===== config.mk =====
export PLATFORM = sky130hd
export DESIGN_NAME = prot_seq
export DESIGN_NICKNAME = d
export VERILOG_FILES = /design/src/rtl/prot_pkg.sv /design/src/rtl/prot_tmr.sv /design/src/rtl/prot_seq.sv
export SDC_FILE = /design/constraint.sdc
export NUM_CORES = 1
export LEC_CHECK = 0
export ABC_AREA = 1
export BUFFER_PORTS_ARGS = -buffer_cell sky130_fd_sc_hd__buf_4
export CAP_MARGIN = 40
export CORE_UTILIZATION = 58
export CTS_CLUSTER_SIZE = 12
export DETAILED_ROUTE_END_ITERATION = 12
export HOLD_SLACK_MARGIN = 0.03
export PLACE_DENSITY = 0.82
export SLEW_MARGIN = 5
export SYNTH_ARGS = -nofsm -noshare
export SYNTH_HDL_FRONTEND = slang
export SYNTH_SLANG_ARGS = --single-unit

===== constraint.sdc =====
create_clock -name i_clk -period 3.7 [get_ports i_clk]
set_input_delay 0.185 -clock i_clk [delete_from_list [all_inputs] [get_ports i_clk]]
set_output_delay 0.185 -clock i_clk [all_outputs]
set_load 0.1 [all_outputs]

===== src/rtl/prot_pkg.sv =====
// prot_pkg: shared state encoding, fault bit indices and helpers for the
// protection sequencer.
package prot_pkg;

  typedef enum logic [2:0] {
    ST_IDLE  = 3'd0,
    ST_ON    = 3'd1,
    ST_DSCHG = 3'd2,
    ST_WAIT  = 3'd3,
    ST_LOCK  = 3'd4
  } prot_state_t;

  localparam int unsigned FLT_UVP   = 0;
  localparam int unsigned FLT_OCP   = 1;
  localparam int unsigned FLT_OVP   = 2;
  localparam int unsigned FLT_OTP   = 3;
  localparam int unsigned FLT_SCP   = 4;
  localparam int unsigned FLT_V5OCP = 5;
  localparam int unsigned FLT_CDOVP = 6;
  localparam int unsigned FLT_DNFLT = 7;

  localparam logic [2:0] RETRY_INF = 3'd7;

  // Index of the lowest set bit; 0 when the vector is empty.
  function automatic logic [2:0] lsb_idx(input logic [7:0] v);
    lsb_idx = '0;
    for (int unsigned i = 8; i > 0; i--) begin
      if (v[i-1]) lsb_idx = 3'(i - 1);
    end
  endfunction

endpackage


===== src/rtl/prot_tmr.sv =====
// prot_tmr: tick-gated 8-bit down-counter; load wins over a same-cycle tick,
// expire flags a tick arriving while the count is already zero.
module prot_tmr (
  input  logic       clk,
  input  logic       rst,
  input  logic       tick,
  input  logic       load,
  input  logic [7:0] ld_val,
  output logic       expire
);

  logic [7:0] cnt;

  always_ff @(posedge clk or posedge rst) begin
    if (rst) begin
      cnt <= '0;
    end else if (load) begin
      cnt <= ld_val;
    end else if (tick && (cnt != '0)) begin
      cnt <= cnt - 8'd1;
    end
  end

  assign expire = tick && (cnt == '0);

endmodule


===== src/rtl/prot_seq.sv =====
// prot_seq: fault status latching plus trip / discharge / hiccup / latch-off
// sequencing of the power switch. Optional first-fault log: PROT_FLTLOG_EN.
module prot_seq
  import prot_pkg::*;
#(
  parameter int unsigned N_FLT    = 8,
  parameter int unsigned DSCHG_TK = 4,
  parameter int unsigned BLANK_TK = 8,
  parameter int unsigned RCLR_TK  = 64
) (
  input  logic             i_clk,
  input  logic             i_rst,
  input  logic             i_tick,
  input  logic [N_FLT-1:0] i_flt,
  input  logic [N_FLT-1:0] i_trip_msk,
  input  logic [N_FLT-1:0] i_ie,
  input  logic [N_FLT-1:0] i_clr,
  input  logic             i_sw_en,
  input  logic [7:0]       i_retry_tk,
  input  logic [2:0]       i_retry_max,
  output logic [N_FLT-1:0] o_sts,
  output logic             o_irq,
  output logic             o_gate,
  output logic             o_dis,
  output logic             o_lock,
  output logic [2:0]       o_state,
  output logic [2:0]       o_rcnt,
  output logic [2:0]       o_first,
  output logic             o_first_vld
);

  localparam int unsigned RCW = $clog2(RCLR_TK + 1);

  prot_state_t      state, nstate;
  logic [N_FLT-1:0] flt_q, blank_msk, trip_vec;
  logic [7:0]       bcnt, tmr_val, rtk_ld;
  logic [RCW-1:0]   rcc;
  logic             rsn_flt, blank_act, trip, lock_due;
  logic             tmr_load, tmr_exp, reload, rcnt_inc, lock_exit, rc_done;

  // Status: rising-edge set, write-1 clear, set dominates.
  always_ff @(posedge i_clk or posedge i_rst) begin
    if (i_rst) begin
      flt_q <= '0;
      o_sts <= '0;
      o_irq <= 1'b0;
    end else begin
      flt_q <= i_flt;
      o_sts <= (o_sts & ~i_clr) | (i_flt & ~flt_q);
      o_irq <= |(o_sts & i_ie);
    end
  end

  // UVP is ignored only while the post-turn-on blank window is running.
  assign blank_act = (state == ST_ON) && (bcnt != '0);
  always_comb begin
    blank_msk          = '1;
    blank_msk[FLT_UVP] = ~blank_act;
  end
  assign trip_vec = i_flt & i_trip_msk & blank_msk;
  assign trip     = |trip_vec;

  assign rtk_ld   = (i_retry_tk == '0) ? 8'd0 : i_retry_tk - 8'd1;
  assign lock_due = (i_retry_max == '0) ||
                    ((i_retry_max != RETRY_INF) && (o_rcnt > i_retry_max));

  always_comb begin
    nstate    = state;
    reload    = 1'b0;
    rcnt_inc  = 1'b0;
    lock_exit = 1'b0;
    case (state)
      ST_IDLE:  if (i_sw_en && !trip) nstate = ST_ON;
      ST_ON: begin
        if (trip) begin
          nstate   = ST_DSCHG;
          rcnt_inc = 1'b1;
        end else if (!i_sw_en) begin
          nstate = ST_DSCHG;
        end
      end
      ST_DSCHG: begin
        if (tmr_exp) begin
          if (!rsn_flt)      nstate = ST_IDLE;
          else if (lock_due) nstate = ST_LOCK;
          else               nstate = ST_WAIT;
        end
      end
      ST_WAIT: begin
        if (!i_sw_en)      nstate = ST_IDLE;
        else if (tmr_exp) begin
          if (trip) reload = 1'b1;
          else      nstate = ST_ON;
        end
      end
      ST_LOCK: begin
        if (!i_sw_en) begin
          nstate    = ST_IDLE;
          lock_exit = 1'b1;
        end
      end
      default: nstate = ST_IDLE;
    endcase
  end

  // Timer loads N-1 so that expiry lands on the Nth tick after entry.
  always_comb begin
    tmr_val = '0;
    case (nstate)
      ST_DSCHG: tmr_val = 8'(DSCHG_TK - 1);
      ST_WAIT:  tmr_val = rtk_ld;
      default:  tmr_val = '0;
    endcase
  end
  assign tmr_load = (nstate != state) || reload;

  prot_tmr u_tmr (
    .clk    (i_clk),
    .rst    (i_rst),
    .tick   (i_tick),
    .load   (tmr_load),
    .ld_val (tmr_val),
    .expire (tmr_exp)
  );

  assign rc_done = (state == ST_ON) && i_tick && (rcc == RCW'(RCLR_TK - 1));

  always_ff @(posedge i_clk or posedge i_rst) begin
    if (i_rst) begin
      state   <= ST_IDLE;
      rsn_flt <= 1'b0;
      bcnt    <= '0;
      rcc     <= '0;
      o_rcnt  <= '0;
      o_gate  <= 1'b0;
      o_dis   <= 1'b0;
      o_lock  <= 1'b0;
    end else begin
      state  <= nstate;
      o_gate <= (nstate == ST_ON);
      o_dis  <= (nstate == ST_DSCHG);
      o_lock <= (nstate == ST_LOCK);
      if ((state == ST_ON) && (nstate == ST_DSCHG)) rsn_flt <= trip;
      if ((nstate == ST_ON) && (state != ST_ON)) begin
        bcnt <= 8'(BLANK_TK);
      end else if ((state == ST_ON) && i_tick && (bcnt != '0)) begin
        bcnt <= bcnt - 8'd1;
      end
      if (state != ST_ON) begin
        rcc <= '0;
      end else if (i_tick && (rcc != RCW'(RCLR_TK))) begin
        rcc <= rcc + 1'b1;
      end
      if (rcnt_inc) begin
        if (o_rcnt != 3'd7) o_rcnt <= o_rcnt + 3'd1;
      end else if (lock_exit || rc_done) begin
        o_rcnt <= '0;
      end
    end
  end

  assign o_state = state;

`ifdef PROT_FLTLOG_EN
  always_ff @(posedge i_clk or posedge i_rst) begin
    if (i_rst) begin
      o_first     <= '0;
      o_first_vld <= 1'b0;
    end else if (o_first_vld) begin
      if (i_clr[o_first] || lock_exit) o_first_vld <= 1'b0;
    end else if ((state == ST_ON) && trip) begin
      o_first     <= lsb_idx(8'(trip_vec));
      o_first_vld <= 1'b1;
    end
  end
`else
  assign o_first     = '0;
  assign o_first_vld = 1'b0;
`endif

endmodule


==> flow_summary.toml, run 1 <==
[run_status]
outcome = "finished clean"

[worst_setup_path]
crit_fanout = 13
rrSetupSlack_ns = 1.40
worstPathRequired_ns = 3.88
path_class = "reg2reg"
startpoint_type = "flop"
rr_startpoint = "o_rcnt[2]"
critPathLaunch = "o_rcnt[2]"
path_buf_inv = 0
critPathArrivalTime_ns = 2.48
crit_cells = 13
reg2reg_to = "u_tmr.cnt[3]"
crit_path_cell_trace = "ha_1 > a21oi_1 > nand2_1 > nand2_1 > nand3_1 > nor2_2 > nor2_1 > nand2_4 > nand2_1 > nand2_2 > nand3_2 > nand3_1 > nand3_1"
reg2regPathDepth = 13
crit_slowest_cell = "dfrtp_1"
cp-end-kind = "flop"
cpPeakStageDelay_ns = 0.43
crit_family = "simple AND/OR/NAND/NOR gates"
endpoint = "u_tmr.cnt[3]"

[layout]
synthToLayoutAreaGrowth_pct = 25.3
drive_above_1_share_pct = 22.3
layout_common_cells = "inv_1 (65), buf_4 (64), dfrtp_1 (50)"
final_common_cell = "inv_1"
final_cells = 511
diodes = 0
nNetsFinal = 501
fin_util_pct = 76.9

[sta]
tightest_slew_ns = 0.652
rsz0062_at_grt = "false"
fin_tns_setup_ns = 0
fmax_mhz = 435
setup-violations-final = 0
finClkSkew_ns = 0.00427
slew_headroom_pct = 56.1
fin_crit_sh_pct = 62.1
finalMaxSlewViolations = 0
fin_crit_ns = 2.30
hold_viol = 0

[synthesis]
synth_cell_types = 41
synth_top_family_by_area = "simple AND/OR/NAND/NOR gates"
synth-seq-area-share_pct = 42.3
synth_warnings = 0
ys_ff_latch = 50
synthMuxAreaShare_pct = 0.338
syn_inst = 366
netlist_area_um2 = 2960
yosys.area_share.adder_pct = 4.65
yosys.area_share.simple_pct = 29.2
synth_xor_area_share_pct = 3.55
synth_top_area_share_pct = 42.3
synth.avg_cell_area_um2 = 8.08
synth_compound_area_share_pct = 9.09
synth_edf_count = 0
async_reset_ff_share_pct = 100
ys.flop_type = "dfrtp_1"
yosys-top-cells-area = "dfrtp_1 (42%), inv_1 (8.4%), nand3_1 (6.4%), nand2_1 (6.0%), ha_1 (4.7%)"
yosys.area.top_type = "dfrtp_1"

[drt]
dr.pass1.iters = 5
post_drt_wl_per_cell_um = 12.6
top_layer = "met4"
wl_met1_um = 2710
post-route-drc-count = 0
drt_iter0_markers = 124
antenna_left = 0
wl_um = 6450
wl_met3_um = 424
wl_met2_um = 3240
vias_per_cell = 5.28
num_vias = 2698

[placed_design]
dp_hpwl_um = 4960
gp_congestion = 0.917
io_buffer_count = 64
place_inst = 494

[grt]
antenna_found_initial = 0
grt_pass1_vias = 2552
overflow = 0
grt_max_degree = 31
track_usage_pct = 26.6
grt_pass1_wl_um = 11000

[die]
die_h_um = 73.4
fp-row-count = 25
core_um2 = 4820
pin_count = 69
start_util_pct = 61.4
die-width_um = 73.4
die_area_um2 = 5390

[power]
powerDensity_nw_per_um2 = 611
leakage_nw = 1.90
max-vdd-ir-drop_v = 0.000509

[cts]
cts_resized = 0
postCtsHoldBufs = 9
clock_path_buffers = 2
post_cts_buffers = 0
cts_tree = "done"
clock-sinks = 50
worstSkewPairLatency_ns = 0.30
cts_buffers = 5
cts-root-buf = "clkbuf_8"
clk_pin_slew_ns = 0.09
h-tree-depth = 2

[min_path]
hold-path-cell-count = 2
hp-class = "in2reg"

[job]
maxCapViolCount = 0
-- state kept, by name, indices dropped and copies added, names as in the netlist, 3 cells and up --
register / count
o_state: 3
o_sts: 8
rcc: 7
bcnt: 8
o_rcnt: 3
u_tmr.cnt: 8
flt_q: 8
-- where the power goes --
group / switching, W / internal (W)
combinational: 0.000751 / 0.000339
clock: 0.000180 / 0.000203
sequential: 0.000125 / 0.000666
total: 0.00106 / 0.00121
-- cells in the mapped netlist, drive strengths merged (4+ instances only) --
| cell | instances |
|---|---|
| xnor2 | 4 |
| a21oi | 13 |
| nand3 | 40 |
| o22ai | 8 |
| xor2 | 8 |
| nor2 | 36 |
| nand2 | 52 |
| o21ai | 12 |
| buf | 6 |
| nor4 | 5 |
| nand4 | 17 |
| inv | 70 |
| or2 | 4 |
| ha | 11 |
| dfrtp | 50 |
| nor3 | 15 |
-- cell families after synthesis --
logic type,count (synthesis)
DFF,50
xor gates and xnor gates,12
other,1
adders and majority gates,11
AOI/OAI and AO/OA,43
muxes,1
and+or+nand+nor,170
buffers and inverters,78
-- how the worst min path moves through the flow --
stage / start / endpoint
finish: i_clr[1] / o_sts[1]
global route: i_clr[4] / o_sts[4]
CTS: i_clr[2] / o_sts[2]
detailed placement: i_rst / bcnt[1]
global placement: i_flt[2] / flt_q[2]
floorplan: i_flt[0] / flt_q[0]
-- metrics by stage --
step / worst slack [ns] / cell area [um2] / hold WS [ns] / total power [W]
after detailed placement: 1.45 / 3500 / 0.226 / 0.00187
after global placement: 1.47 / 3480 / 0.313 / 0.00184
after global routing: 1.11 / 3710 / 0.0533 / 0.00243
after CTS: 1.42 / 3710 / 0.0563 / 0.00227
after floorplan: 1.12 / 2970 / 0.216 / 0.00164
final: 1.40 / 3710 / 0.0651 / 0.00226
-- metal layers --
layer / up-vias / GRT usage (%)
li1: 1362 / -
met1: 1233 / 32.7
met2: 93 / 47.2
met3: 10 / 5.90
met4: 0 / 7.26
met5: - / 0
-- area by class of cell --
type	instances	area [um2]
multi-input cells	241	1400
flip-flops and latches	50	1250
fillers	401	1110
repair buffers	74	591
inverters	71	267
well taps	67	83.8
clock buffers	5	68.8
clock inverters	3	43.8
Power figures use the tool's default switching activity.
==> run 2, diff against run 1 <==
--- a/config.mk
+++ b/config.mk
@@ -5,14 +5,14 @@
 export SDC_FILE = /design/constraint.sdc
 export NUM_CORES = 1
 export LEC_CHECK = 0
-export ABC_AREA = 1
+export ABC_AREA = 0
 export BUFFER_PORTS_ARGS = -buffer_cell sky130_fd_sc_hd__buf_4
 export CAP_MARGIN = 40
-export CORE_UTILIZATION = 58
+export CORE_UTILIZATION = 48
 export CTS_CLUSTER_SIZE = 12
 export DETAILED_ROUTE_END_ITERATION = 12
 export HOLD_SLACK_MARGIN = 0.03
-export PLACE_DENSITY = 0.82
+export PLACE_DENSITY = 0.73
 export SLEW_MARGIN = 5
 export SYNTH_ARGS = -nofsm -noshare
 export SYNTH_HDL_FRONTEND = slang
==> constraint.sdc (replaced) <==
create_clock -name i_clk -period 2 [get_ports i_clk]
set_input_delay 0.1 -clock i_clk [delete_from_list [all_inputs] [get_ports i_clk]]
set_output_delay 0.1 -clock i_clk [all_outputs]
set_load 0.1 [all_outputs]
==> run 2 against run 1 <==
The run now ends with negative setup slack left. Register-to-register slack got worse by 1.7 ns. Clock skew rose by 0.0037 ns. Wire length rose by 12%. Highest routed layer unchanged.
==> flow_summary.toml, run 2 <==
[grt]
overflow = 0
grt_pass1_vias = 2651
grt_pass1_wl_um = 12300
grt_max_degree = 33
antenna_found_initial = 0
track_usage_pct = 25.8

[synthesis]
async_reset_ff_share_pct = 100
ys_ff_latch = 50
synth_top_area_share_pct = 44.3
synth_cell_types = 46
synthMuxAreaShare_pct = 4.69
syn_inst = 291
synth-seq-area-share_pct = 44.3
netlist_top_cells_count = "dfrtp_1 (50), inv_1 (34), nor2_1 (31)"
ys.flop_type = "dfrtp_1"
synth_top_family_by_area = "simple AND/OR/NAND/NOR gates"
netlist_area_um2 = 2830
synth_most_common_cell = "dfrtp_1"
yosys.area_share.adder_pct = 4.87
synth.avg_cell_area_um2 = 9.71
synth_edf_count = 0
synth_compound_area_share_pct = 15.8
synth_xor_area_share_pct = 6.20
yosys-top-cells-area = "dfrtp_1 (44%), ha_1 (4.9%), inv_1 (4.5%), nor2_1 (4.1%), mux2i_1 (3.9%)"
yosys.area_share.simple_pct = 17.3
synth_warnings = 0
yosys.area.top_type = "dfrtp_1"

[run_status]
violations = "negative setup slack"
outcome = "complete, but fails checks"

[sta]
tightest_slew_ns = 0.661
setup-violations-final = 22
fin_tns_setup_ns = -4.15
fin_ws_ns = -0.250
fin_crit_ns = 2.25
slew_headroom_pct = 55.9
hold_viol = 0
rsz0062_at_grt = "true"
finClkSkew_ns = 0.00792
fmax_mhz = 444
fin_crit_sh_pct = 113
finalMaxSlewViolations = 0

[worst_setup_path]
startpoint_type = "flop"
crit_path_cell_trace = "or3b_4 > o21bai_4 > a31oi_4 > buf_6 > nand3_2 > and3_4 > o211ai_4 > buf_12 > mux2i_1"
reg2regPathDepth = 9
path_class = "reg2reg"
crit_family = "compound AO/OA/AOI/OAI gates"
cpPeakStageDelay_ns = 0.42
critPathArrivalTime_ns = 2.49
crit_fanout = 8
crit_slowest_cell = "dfrtp_2"
rrSetupSlack_ns = -0.25
rr_startpoint = "o_state[2]"
reg2reg_to = "u_tmr.cnt[6]"
critPathLaunch = "o_state[2]"
worstPathRequired_ns = 2.24
path_buf_inv = 2
crit_cells = 9
endpoint = "u_tmr.cnt[6]"
cp-end-kind = "flop"

[power]
leakage_nw = 1.96
max-vdd-ir-drop_v = 0.00110
powerDensity_nw_per_um2 = 1140

[die]
die_h_um = 78.7
start_util_pct = 50.7
fp-row-count = 27
die_area_um2 = 6200
pin_count = 69
core_um2 = 5570
die-width_um = 78.7

[layout]
fin_util_pct = 75.1
layout_common_cells = "buf_4 (111), dfrtp_1 (44), inv_1 (30)"
drive_above_1_share_pct = 39.0
fillers = 385
design_area_um2 = 4190
diodes = 0
nNetsFinal = 483
synthToLayoutAreaGrowth_pct = 48.2
final_common_cell = "buf_4"
final_cells = 498

[cts]
cts-root-buf = "clkbuf_8"
cts_buffers = 5
clock_path_buffers = 2
clk_pin_slew_ns = 0.10
h-tree-depth = 2
cts_tree = "done"
clock-sinks = 50
worstSkewPairLatency_ns = 0.31

[drt]
drt_iter0_markers = 113
dr.pass1.iters = 4
post-route-drc-count = 0
antenna_left = 0
vias_per_cell = 5.21
post_drt_wl_per_cell_um = 14.5
num_vias = 2593
wl_um = 7210

[job]
maxCapViolCount = 0

[min_path]
hp-class = "in2reg"

[placed_design]
place_inst = 466
gp_congestion = 0.916
io_buffer_count = 64
dp_hpwl_um = 5040
place_area_um2 = 3740
## run 2: changes by cell type after synthesis, moves of 7 or more
cell     before  now
a21oi_1      13   20
nand2_1      47   11
mux2i_1       1   11
xnor2_1       4   12
nand4_1      15    3
inv_1        66   34
nand3_1      38    6
a22oi_1       0    7
## run 2: stage by stage
| step | worst slack, ns | hold slack, ns | total power, W |
|---|---|---|---|
| after floorplan | -0.614 | 0.131 | 0.00296 |
| final | -0.250 | 0.0432 | 0.00476 |
| after CTS | -0.234 | 0.0328 | 0.00469 |
| after detailed placement | -0.339 | 0.229 | 0.00379 |
| after global routing | -0.340 | 0.0419 | 0.00504 |
| after global placement | -0.262 | 0.227 | 0.00372 |
## run 2: worst register-to-register path: stages, from the launching register on
cell and delay, ns:
dfrtp_2 0.42, or3b_4 0.40, o21bai_4 0.19, a31oi_4 0.28, buf_6 0.15, nand3_2 0.07
and3_4 0.16, o211ai_4 0.17, buf_12 0.15, mux2i_1 0.18
## run 2: metal layers
layer / vias up / share of wire [%] / track usage, % / wire length, um
met2: 74 / 51 / 46.7 / 3650
met5: - / 0 / 0 / 0
met4: 0 / 2.2 / 8.33 / 157
met1: 1230 / 43 / 30.8 / 3090
met3: 15 / 4.3 / 4.37 / 311
li1: 1274 / - / - / -
## run 2: layout make-up
type / count / area [um2] / share of cell area [%]
Inverter: 34 / 133 / 3.17
Multi-Input combinational cell: 201 / 1530 / 36.4
Clock inverter: 3 / 43.8 / 1.05
Sequential cell: 50 / 1260 / 30.1
Clock buffer: 5 / 68.8 / 1.64
Tap cell: 72 / 90.1 / 2.15
Timing Repair Buffer: 133 / 1070 / 25.5
## run 2: repair_timing
action,4_1_cts,5_1_grt
gates resized for setup,17,11
setup endpoints to repair,23,24
hold buffers,18,0
pin swaps,7,4
endpoints found under the hold margin,47,0
buffers inserted,3,3
## run 2: worst min path at each step
stage | to | depth (start not counted) | startpoint
3_5_place_dp | flt_q[2] | 1 | i_flt[2]
6_report | o_sts[4] | 3 | i_flt[4]
2_1_floorplan | flt_q[0] | 0 | i_flt[0]
5_1_grt | o_irq | 3 | i_ie[7]
3_3_place_gp | flt_q[2] | 1 | i_flt[2]
4_1_cts | o_sts[2] | 3 | i_flt[2]
## run 2: report_power, final
group / total, W / internal [W] / switching, W
Combinational: 0.00262 / 0.00116 / 0.00146
Sequential: 0.00140 / 0.00125 / 0.000155
Clock: 0.000743 / 0.000376 / 0.000368
## run 2: logic make-up (layout without fill, tap and decap cells)
| kind of cell | after synthesis | in the layout |
|---|---|---|
| compound gates | 61 | 61 |
| xor+xnor | 20 | 20 |
| fa+ha+maj | 11 | 11 |
| buf+inv | 43 | 175 |
| flops | 50 | 50 |
| mux | 13 | 13 |
| other cells | 1 | 4 |
| simple gates | 92 | 92 |
==> run 3, diff against run 2 <==
--- a/config.mk
+++ b/config.mk
@@ -8,11 +8,12 @@
 export ABC_AREA = 0
 export BUFFER_PORTS_ARGS = -buffer_cell sky130_fd_sc_hd__buf_4
 export CAP_MARGIN = 40
-export CORE_UTILIZATION = 48
+export CORE_UTILIZATION = 50
+export CTS_BUF_LIST = sky130_fd_sc_hd__clkbuf_2 sky130_fd_sc_hd__clkbuf_4 sky130_fd_sc_hd__clkbuf_8
 export CTS_CLUSTER_SIZE = 12
 export DETAILED_ROUTE_END_ITERATION = 12
 export HOLD_SLACK_MARGIN = 0.03
-export PLACE_DENSITY = 0.73
+export PLACE_DENSITY = 0.75
 export SLEW_MARGIN = 5
 export SYNTH_ARGS = -nofsm -noshare
 export SYNTH_HDL_FRONTEND = slang
==> run 3 against run 2 <==
The run still ends with negative setup slack left. First-iteration DRC count is 27% higher. Cell count is 1.2% lower. Combinational power rose by 2%. Largest cell class unchanged. Count of clock-buffer cells in the layout rose by 1. Register-to-register slack about the same.
==> flow_summary.toml, run 3 (synthesized netlist as in run 2, its figures left out) <==
[drt]
dr.pass1.iters = 4
drt_iter0_markers = 144
post-route-drc-count = 0
post_drt_wl_per_cell_um = 15.2
wl_um = 7460
vias_per_cell = 5.32
num_vias = 2618
antenna_left = 0

[layout]
diodes = 0
fillers = 380
drive_above_1_share_pct = 38.8
layout_common_cells = "buf_4 (105), dfrtp_1 (44), inv_1 (29)"
synthToLayoutAreaGrowth_pct = 46.9
nNetsFinal = 477
final_cells = 492
final_common_cell = "buf_4"

[cts]
cts-root-buf = "clkbuf_8"
worstSkewPairLatency_ns = 0.31
cts_tree = "done"
clock_path_buffers = 2
clock-sinks = 50
cts_buffers = 5
clk_pin_slew_ns = 0.10
h-tree-depth = 2

[sta]
rsz0062_at_grt = "true"
fin_crit_ns = 2.26
finalMaxSlewViolations = 0
setup-violations-final = 23
hold_viol = 0
fin_tns_setup_ns = -4.24
slew_headroom_pct = 65.5
fin_ws_ns = -0.259
fin_crit_sh_pct = 113
fmax_mhz = 443
tightest_slew_ns = 0.516
finClkSkew_ns = 0.0139

[run_status]
violations = "negative setup slack"
outcome = "complete, but fails checks"

[grt]
overflow = 0
antenna_found_initial = 0
grt_pass1_wl_um = 12200
track_usage_pct = 26.5
grt_max_degree = 28
grt_pass1_vias = 2672

[power]
clock_power_share_pct = 15.3
max-vdd-ir-drop_v = 0.000612
intPower_w = 0.00281
swShare_pct = 41.4
combPwrFrac_pct = 55.4
switchingPower_w = 0.00199
leakage_nw = 1.93
pwr-share-seq_pct = 29.2
powerDensity_nw_per_um2 = 1160

[worst_setup_path]
crit_slowest_cell = "or4_4"
crit_path_cell_trace = "or4_4 > o21bai_4 > a31oi_4 > a221oi_4 > nor4_4 > or3b_1"
crit_family = "simple AND/OR/NAND/NOR gates"
reg2regPathDepth = 6
crit_cells = 6
cp-end-kind = "flop"
path_buf_inv = 0
startpoint_type = "flop"
crit_fanout = 5
critPathArrivalTime_ns = 2.46
path_class = "reg2reg"
cpPeakStageDelay_ns = 0.57
worstPathRequired_ns = 2.20

[die]
start_util_pct = 51.6
pin_count = 69
fp-row-count = 27
core_um2 = 5470
die-width_um = 77.2
die_h_um = 77.2
die_area_um2 = 5960

[min_path]
hp-class = "in2reg"
hold-path-cell-count = 3

[placed_design]
post-place-ws_ns = -0.380
gp_congestion = 0.912
dp_hpwl_um = 5080
io_buffer_count = 64
place_inst = 463

[job]
maxCapViolCount = 0
[run 3: cell count changes in the layout (fill, tap and decap cells not counted), sizes merged]
cell,before,now
buf,115,110
clkbuf,5,6
clkinv,1,0
clkinvlp,0,1
dlygate4sd3,18,17
inv,35,34
[run 3: worst register-to-register path, delay by kind of cell (launching register included)]
kind               cells  cell delay, ns
AOI/OAI and AO/OA      3            0.71
DFF                    1            0.39
and+or+nand+nor        3            1.04
[run 3: layout make-up]
cell class / count / area, um2 / share of cell area [%]
flip-flops and latches: 50 / 1260 / 30.3
clock inverters: 2 / 37.5 / 0.904
repair buffers: 127 / 1030 / 24.9
inverters: 34 / 133 / 3.19
well taps: 72 / 90.1 / 2.17
clock buffers: 6 / 76.3 / 1.84
multi-input cells: 201 / 1520 / 36.7
[run 3: metal layers]
layer / wire [um] / vias to the layer above / global-route usage [%] / part of all wire, %
met5: 0 / - / 0 / 0
met4: 174 / 0 / 9.43 / 2.3
met3: 373 / 19 / 5.36 / 5.0
met2: 3990 / 97 / 49.5 / 53
met1: 2920 / 1242 / 29.3 / 39
li1: - / 1260 / - / -
[run 3: timing repair]
item,CTS,global route
hold buffers,17,0
gates resized for setup,13,16
setup buffers,1,3
hold endpoints to repair,39,0
pin swaps,5,8
endpoints found under the setup margin,23,23
[run 3: path summary, 6_finish.rpt]
| check | from | to | slack [ns] |
|---|---|---|---|
| min reg2reg | flt_q[7] | o_sts[7] | 0.42 |
| max | bcnt[4] | bcnt[3] | -0.26 |
| min | i_flt[7] | o_sts[7] | 0.04 |
| max reg2reg | bcnt[4] | bcnt[3] | -0.26 |
| min in group asynchronous | i_rst | flt_q[3] | 0.40 |
| max in group asynchronous | i_rst | o_state[2] | 1.06 |
[run 3: metrics by stage]
step           instance area [um2]  util, %  power (W)  hold slack (ns)
6_report                      4150     75.9    0.00480           0.0372
5_1_grt                       4150     75.9    0.00507           0.0383
4_1_cts                       4070     74.4    0.00466           0.0335
3_5_place_dp                  3730     68.2    0.00382            0.171
3_3_place_gp                  3730     68.2    0.00375            0.171
2_1_floorplan                 2890        -    0.00296            0.131
[run 3: power groups by stage]
stage | sequential [W] | combinational, W | clock [W]
6_report | 0.00140 | 0.00266 | 0.000736
5_1_grt | 0.00143 | 0.00286 | 0.000782
4_1_cts | 0.00138 | 0.00254 | 0.000735
3_5_place_dp | 0.00140 | 0.00242 | 0
3_3_place_gp | 0.00139 | 0.00235 | 0
2_1_floorplan | 0.00191 | 0.00105 | 0
